`config.mk`:
```
export PLATFORM = sky130hd
export DESIGN_NAME = adder_8
export DESIGN_NICKNAME = d
export VERILOG_FILES = /design/src/rtl/adder_8_pkg.sv /design/src/rtl/full_adder.sv /design/src/rtl/adder_8.sv
export SDC_FILE = /design/constraint.sdc
export NUM_CORES = 1
export LEC_CHECK = 0
export BUFFER_PORTS_ARGS = -buffer_cell sky130_fd_sc_hd__buf_2
export CAP_MARGIN = 20
export CORE_MARGIN = 3
export CORE_UTILIZATION = 41
export CTS_BUF_LIST = sky130_fd_sc_hd__clkbuf_8 sky130_fd_sc_hd__clkbuf_16
export DETAILED_ROUTE_END_ITERATION = 6
export GPL_TIMING_DRIVEN = 0
export PLACE_DENSITY = 0.75
export SETUP_SLACK_MARGIN = 0.05
export SYNTH_ARGS = -nofsm -noshare
export SYNTH_HDL_FRONTEND = slang
export SYNTH_SLANG_ARGS = --single-unit
```
`constraint.sdc`:
```
create_clock -name clk -period 4.9 [get_ports clk]
set_clock_uncertainty 0.2 [all_clocks]
set_input_delay 0.49 -clock clk [delete_from_list [all_inputs] [get_ports clk]]
set_output_delay 0.49 -clock clk [all_outputs]
set_load 0.05 [all_outputs]
```
`src/rtl/adder_8_pkg.sv`:
```
// Shared constants for the 8-bit add/subtract datapath.
package adder_8_pkg;
  localparam int unsigned WIDTH = 8;
  localparam logic OP_ADD = 1'b0;
  localparam logic OP_SUB = 1'b1;
endpackage

```
`src/rtl/full_adder.sv`:
```
// One-bit full adder; the ripple-chain stage of adder_8.
module full_adder (
  input  logic a,
  input  logic b,
  input  logic cin,
  output logic s,
  output logic cout
);
  always_comb begin
    s    = a ^ b ^ cin;
    cout = (a & b) | (cin & (a ^ b));
  end
endmodule

```
`src/rtl/adder_8.sv`:
```
// 8-bit add/subtract: combinational result/carry plus a registered copy with status flags.
module adder_8
  import adder_8_pkg::*;
#(
  parameter int unsigned WIDTH = adder_8_pkg::WIDTH
) (
  input  logic             clk,
  input  logic             rst,
  input  logic [WIDTH-1:0] a,
  input  logic [WIDTH-1:0] b,
  input  logic             carry_in,
  output logic [WIDTH-1:0] y,
  output logic             carry,
  output logic [WIDTH-1:0] y_q,
  output logic             carry_q,
  output logic             overflow_q,
  output logic             zero_q,
  output logic             negative_q
);
  logic [WIDTH-1:0] b_eff;
  logic [WIDTH:0]   chain;
  logic             overflow;
  logic             zero;

  // carry_in doubles as the op select: inverting b and injecting 1 gives a - b.
  assign b_eff    = b ^ {WIDTH{carry_in == OP_SUB}};
  assign chain[0] = carry_in;

  for (genvar i = 0; i < WIDTH; i++) begin : g_stage
    full_adder u_fa (
      .a    (a[i]),
      .b    (b_eff[i]),
      .cin  (chain[i]),
      .s    (y[i]),
      .cout (chain[i+1])
    );
  end

  assign carry = chain[WIDTH];

  always_comb begin
    overflow = (a[WIDTH-1] == b_eff[WIDTH-1]) && (y[WIDTH-1] != a[WIDTH-1]);
    zero     = (y == '0);
  end

  always_ff @(posedge clk) begin
    if (rst) begin
      y_q        <= '0;
      carry_q    <= 1'b0;
      overflow_q <= 1'b0;
      zero_q     <= 1'b0;
      negative_q <= 1'b0;
    end else begin
      y_q        <= y;
      carry_q    <= carry;
      overflow_q <= overflow;
      zero_q     <= zero;
      negative_q <= y[WIDTH-1];
    end
  end
endmodule

```
# Yosys cells after proc, flatten, opt, wreduce, memory -nomap -nowiden
# Cells that the tools add are included.
# totals
register_bits,12
latch_bits,0
ramBits,0
rom_bits,0
in_bits,19
mem_count,0
# classes
addsub,0
n_mul,0
n_div,0
n_lt_le_gt_ge,0
n_eq_ne,2
shift,0
muxes,0
bitwise,41
reduce_logical,2
# ops
operator,count
$and 1x1->1,16
$xor 1x1->1,16
$logic_not 8->1,1
$or 1x1->1,8
$xor 8x8->8,1
$eq 1x1->1,1
$logic_and 1x1->1,1
$ne 1x1->1,1

# Longest topological paths before layout
# logic_depth
word_depth,19
mapped_depth,14

# Cells and area by module
# Synthesis repeated with hierarchy kept, for this count alone.
# unflattened
cells_unflattened,45
hier_area_um2,593.1
# by_module_without_submodules
mod,n_inst,cells_per_inst,area_each_um2,seq_area_each_um2
adder_8,1,37,432.9,220.2
full_adder,8,1,20.0,0.0

# Worst setup path before layout
# OpenSTA, ideal clock, no wires.
# synth_path
kind,input-to-reg
from,in carry_in
to,reg zero_q
setup_ns,0.088
arrival_time_ns,4.209
required_time_ns,4.612
setup_slack_ns,0.403
stages,14
path_buffers,1
path_cell_list,buf_2 > xnor2_1 > fa_1 > fa_1 > fa_1 > inv_1 > fa_1 > inv_1 > fa_1 > fa_1 > inv_1 > fa_1 > or4b_1 > nor4_2
# synth_between
elab_chain_cells,18
# synth_rtl
item,line_no,source
start: declaration,adder_8.sv:11,"input logic carry_in,"
$xor 8x8->8,adder_8.sv:26,assign b_eff = b ^ {WIDTH{carry_in == OP_SUB}};
$xor 1x1->1,full_adder.sv:11,cout = (a & b) | (cin & (a ^ b));
$and 1x1->1,full_adder.sv:11,
$or 1x1->1,full_adder.sv:11,
$and 1x1->1,full_adder.sv:11,
$or 1x1->1,full_adder.sv:11,
$and 1x1->1,full_adder.sv:11,
$or 1x1->1,full_adder.sv:11,
[3 not listed],n/a,
$or 1x1->1,full_adder.sv:11,
$and 1x1->1,full_adder.sv:11,
$or 1x1->1,full_adder.sv:11,
$and 1x1->1,full_adder.sv:11,
$or 1x1->1,full_adder.sv:11,
$xor 1x1->1 *,full_adder.sv:10,s = a ^ b ^ cin;
net g_stage[7].u_fa.s,full_adder.sv:6,"output logic s,"
$logic_not 8->1 *,adder_8.sv:43,zero = (y == '0);
end signal: assignment,adder_8.sv:57,zero_q <= zero;
end: declaration,adder_8.sv:17,"output logic zero_q,"
# Mark *: on every way through the listed nets, which the timed path passes. The rest lies on a longest branch.
# A chain may end at the register's enable or synchronous reset.

# Final worst setup path
# layout_path
from,in carry_in
to,out y[7]
# layout_between
elab_chain_cells,17
# layout_rtl
item,line_no,source
$xor 8x8->8,adder_8.sv:26,
$xor 1x1->1,full_adder.sv:11,
$and 1x1->1,full_adder.sv:11,
$or 1x1->1,full_adder.sv:11,
$and 1x1->1,full_adder.sv:11,
$or 1x1->1,full_adder.sv:11,
$and 1x1->1,full_adder.sv:11,
$or 1x1->1,full_adder.sv:11,
$and 1x1->1,full_adder.sv:11,
$or 1x1->1,full_adder.sv:11,
$and 1x1->1,full_adder.sv:11,
$or 1x1->1,full_adder.sv:11,
$and 1x1->1,full_adder.sv:11,
$or 1x1->1,full_adder.sv:11,
$and 1x1->1,full_adder.sv:11,
$or 1x1->1,full_adder.sv:11,
$xor 1x1->1 *,full_adder.sv:10,
end: declaration,adder_8.sv:12,"output logic [WIDTH-1:0] y,"
# Mark *: on every way between the ends. The rest lies on a longest branch, timed or not.

==> out/summary.txt <==
setup tns final -> 0 ns
fill cell count -> 129
IO buf count -> 38
clock sinks -> 11
n_diodes -> 0
area of the core -> 1420 sq um
HP Class -> input port to flop
CTS Hold Bufs -> 0
pwr/cell area -> 474 nW/um^2
minimum clock period after layout -> 4.61 ns
I/O Pins -> 40
H-tree Lvls -> 1
# DRC -> 0
Vias per Instance -> 4.15
worst setup path startpoint -> carry_in
cells after synthesis -> 67
RSZ-0062 raised after global routing -> no
DR iter-0 viols -> 1
synth top area cells -> dfxtp_1 33%, fa_1 21%, buf_4 10%
Crit. End Element -> output port
largest net degree at the start of global routing -> 11
Final GP Congestion -> 0.728
vias post-DR -> 515
fraction of registers with async set/reset -> 0%
fin nets -> 137
gr usage total -> 11.1%
Worst-Margin Slew -> 0.405 ns
VDD IR-drop max -> 0.262 mV
HPWL Detailed -> 1.03 mm
Yosys reg bits -> 11
Setup-failing EPs final -> 0
setup bufs post-CTS -> 0
prevailing post-synth register cell -> dfxtp_1
WHS Endpoint -> zero_q$_SDFF_PP0_
Area Overhead vs Synth -> 38.0%
sequential power share -> 24.0%
Critical Path AT -> 3.92 ns
Worst-path clk slew -> 0.04 ns
final max-slew violation count -> 0
Die Ht -> 46.4 um
Worst Path Max Fanout -> 8
sequential area share after synthesis -> 33.0%
post-synthesis cell type count -> 17
switch share -> 46.2%
CTS Buffer Depth -> 2
synth warn -> 0
Post-Syn Area -> 668 sq um
Yosys top cell by area -> dfxtp_1
remaining antenna violation count -> 0
clock power share -> 18.9%
drt wl/cell -> 9.03 um
number of iterations in the first detailed-routing pass -> 2
most common cell in the netlist -> inv_1
Final Hold Viols -> 0
antenna violations before repair -> 0
max_slew headroom -> 73.0%
WL final -> 1.12 mm
Post-synth top cells -> 13 x inv_1, 11 x dfxtp_1, 9 x buf_4
Avg Synthesized Cell Area -> 9.97 sq um
internal power -> 235 uW
Initial Util -> 47.2%
hold depth -> 3
switching power -> 202 uW
fmax -> 217 MHz
Pleak -> 0.514 nW
period utilisation layout -> 94.1%
vias in the first global route -> 473
Max Cap Violations -> 0
Comb power frac -> 57.1%
hold_ws -> 0.359 ns
Setup CP Type -> input port to output port
CTS-repair resized insts -> 0
CP Launch Type -> input port
first-pass GRT wire length -> 1.71 mm
Synthesized Nets -> 94
EDFF count, synth -> 0
Hold Startpoint -> rst
share of the synthesized area in the top cell type -> 33.0%
WP data required -> 4.21 ns
CTS tree -> built
outcome -> completed
full die area -> 2150 sq um
Die W -> 46.4 um
Inserted Clock Buffers -> 3
CTS Root Cell -> clkbuf_8
row cnt -> 13
share of layout cells above drive strength 1 -> 48.6%
GR Overflow Total -> 0
-- worst max path at each step --
stage	to	cells after the start
CTS	y[7]	14
finish	y[7]	14
floorplan	zero_q$_SDFF_PP0_	14
detailed placement	zero_q$_SDFF_PP0_	14
global route	y[7]	14
global placement	zero_q$_SDFF_PP0_	14
-- cell type report --
cell class,instances,area [sq um],share of cell area (%)
clock inverter,1,3.75,0.407
inverter,13,48.8,5.29
clock buffer,3,41.3,4.48
timing repair buffer,38,190,20.6
sequential,11,220,23.9
tap,15,18.8,2.04
multi-input combinational,32,323,35.0
buffer,11,76.3,8.28
-- cells in the final DEF, fill, tap and decap left out, types with 2 or more instances in the layout --
master,count
xnor2_1,6
nor2b_1,3
clkbuf_8,3
xor2_1,3
buf_4,9
buf_2,39
fa_1,7
inv_1,14
nor2_1,5
nand2_1,2
dfxtp_1,11
-- sequential cells by signal (all words and copies together) (netlist names) --
register,flops
carry_q,1
y_q,8
zero_q,1
overflow_q,1
-- routing by layer --
layer / GRT usage, % / vias to the layer above / wire length [um]
met4: 5.11 / 0 / 17
met3: 3.13 / 2 / 107
met5: 0 / - / 0
met1: 12.9 / 223 / 435
li1: - / 266 / -
met2: 18.7 / 24 / 559
-- cell families after synthesis --
kind of cell,count (synthesis),share of synthesized area [%]
adders and majority gates,8,22.8
xor gates and xnor gates,9,11.8
muxes,1,1.50
and+or+nand+nor,14,12.2
buffers and inverters,24,18.7
DFF,11,33.0
-- worst max-delay path, stage by stage --
cell and delay [ns]:
buf_2 0.17, xnor2_1 0.16, fa_1 0.41, fa_1 0.38, fa_1 0.37, inv_1 0.07, fa_1 0.15, inv_1 0.05
fa_1 0.38, fa_1 0.38, inv_1 0.08, fa_1 0.47, buf_4 0.16, buf_2 0.20
-- power groups by stage --
stage	combinational (mW)	clock (mW)	sequential, mW
6_report	0.250	0.0825	0.105
5_1_grt	0.268	0.0877	0.106
4_1_cts	0.253	0.0838	0.105
3_5_place_dp	0.252	0	0.107
3_3_place_gp	0.250	0	0.107
2_1_floorplan	0.157	0	0.154
-- stage by stage --
step,instance area [sq um],cells,worst slack (ns),power (mW),utilization (%)
4_1_cts,922,124,0.267,0.442,65.2
3_3_place_gp,877,120,0.245,0.357,62.0
3_5_place_dp,877,120,0.201,0.359,62.0
6_report,922,124,0.289,0.437,65.2
5_1_grt,922,124,0.0924,0.462,65.2
2_1_floorplan,668,67,0.403,0.311,-
(Power assumes the default switching activity.)
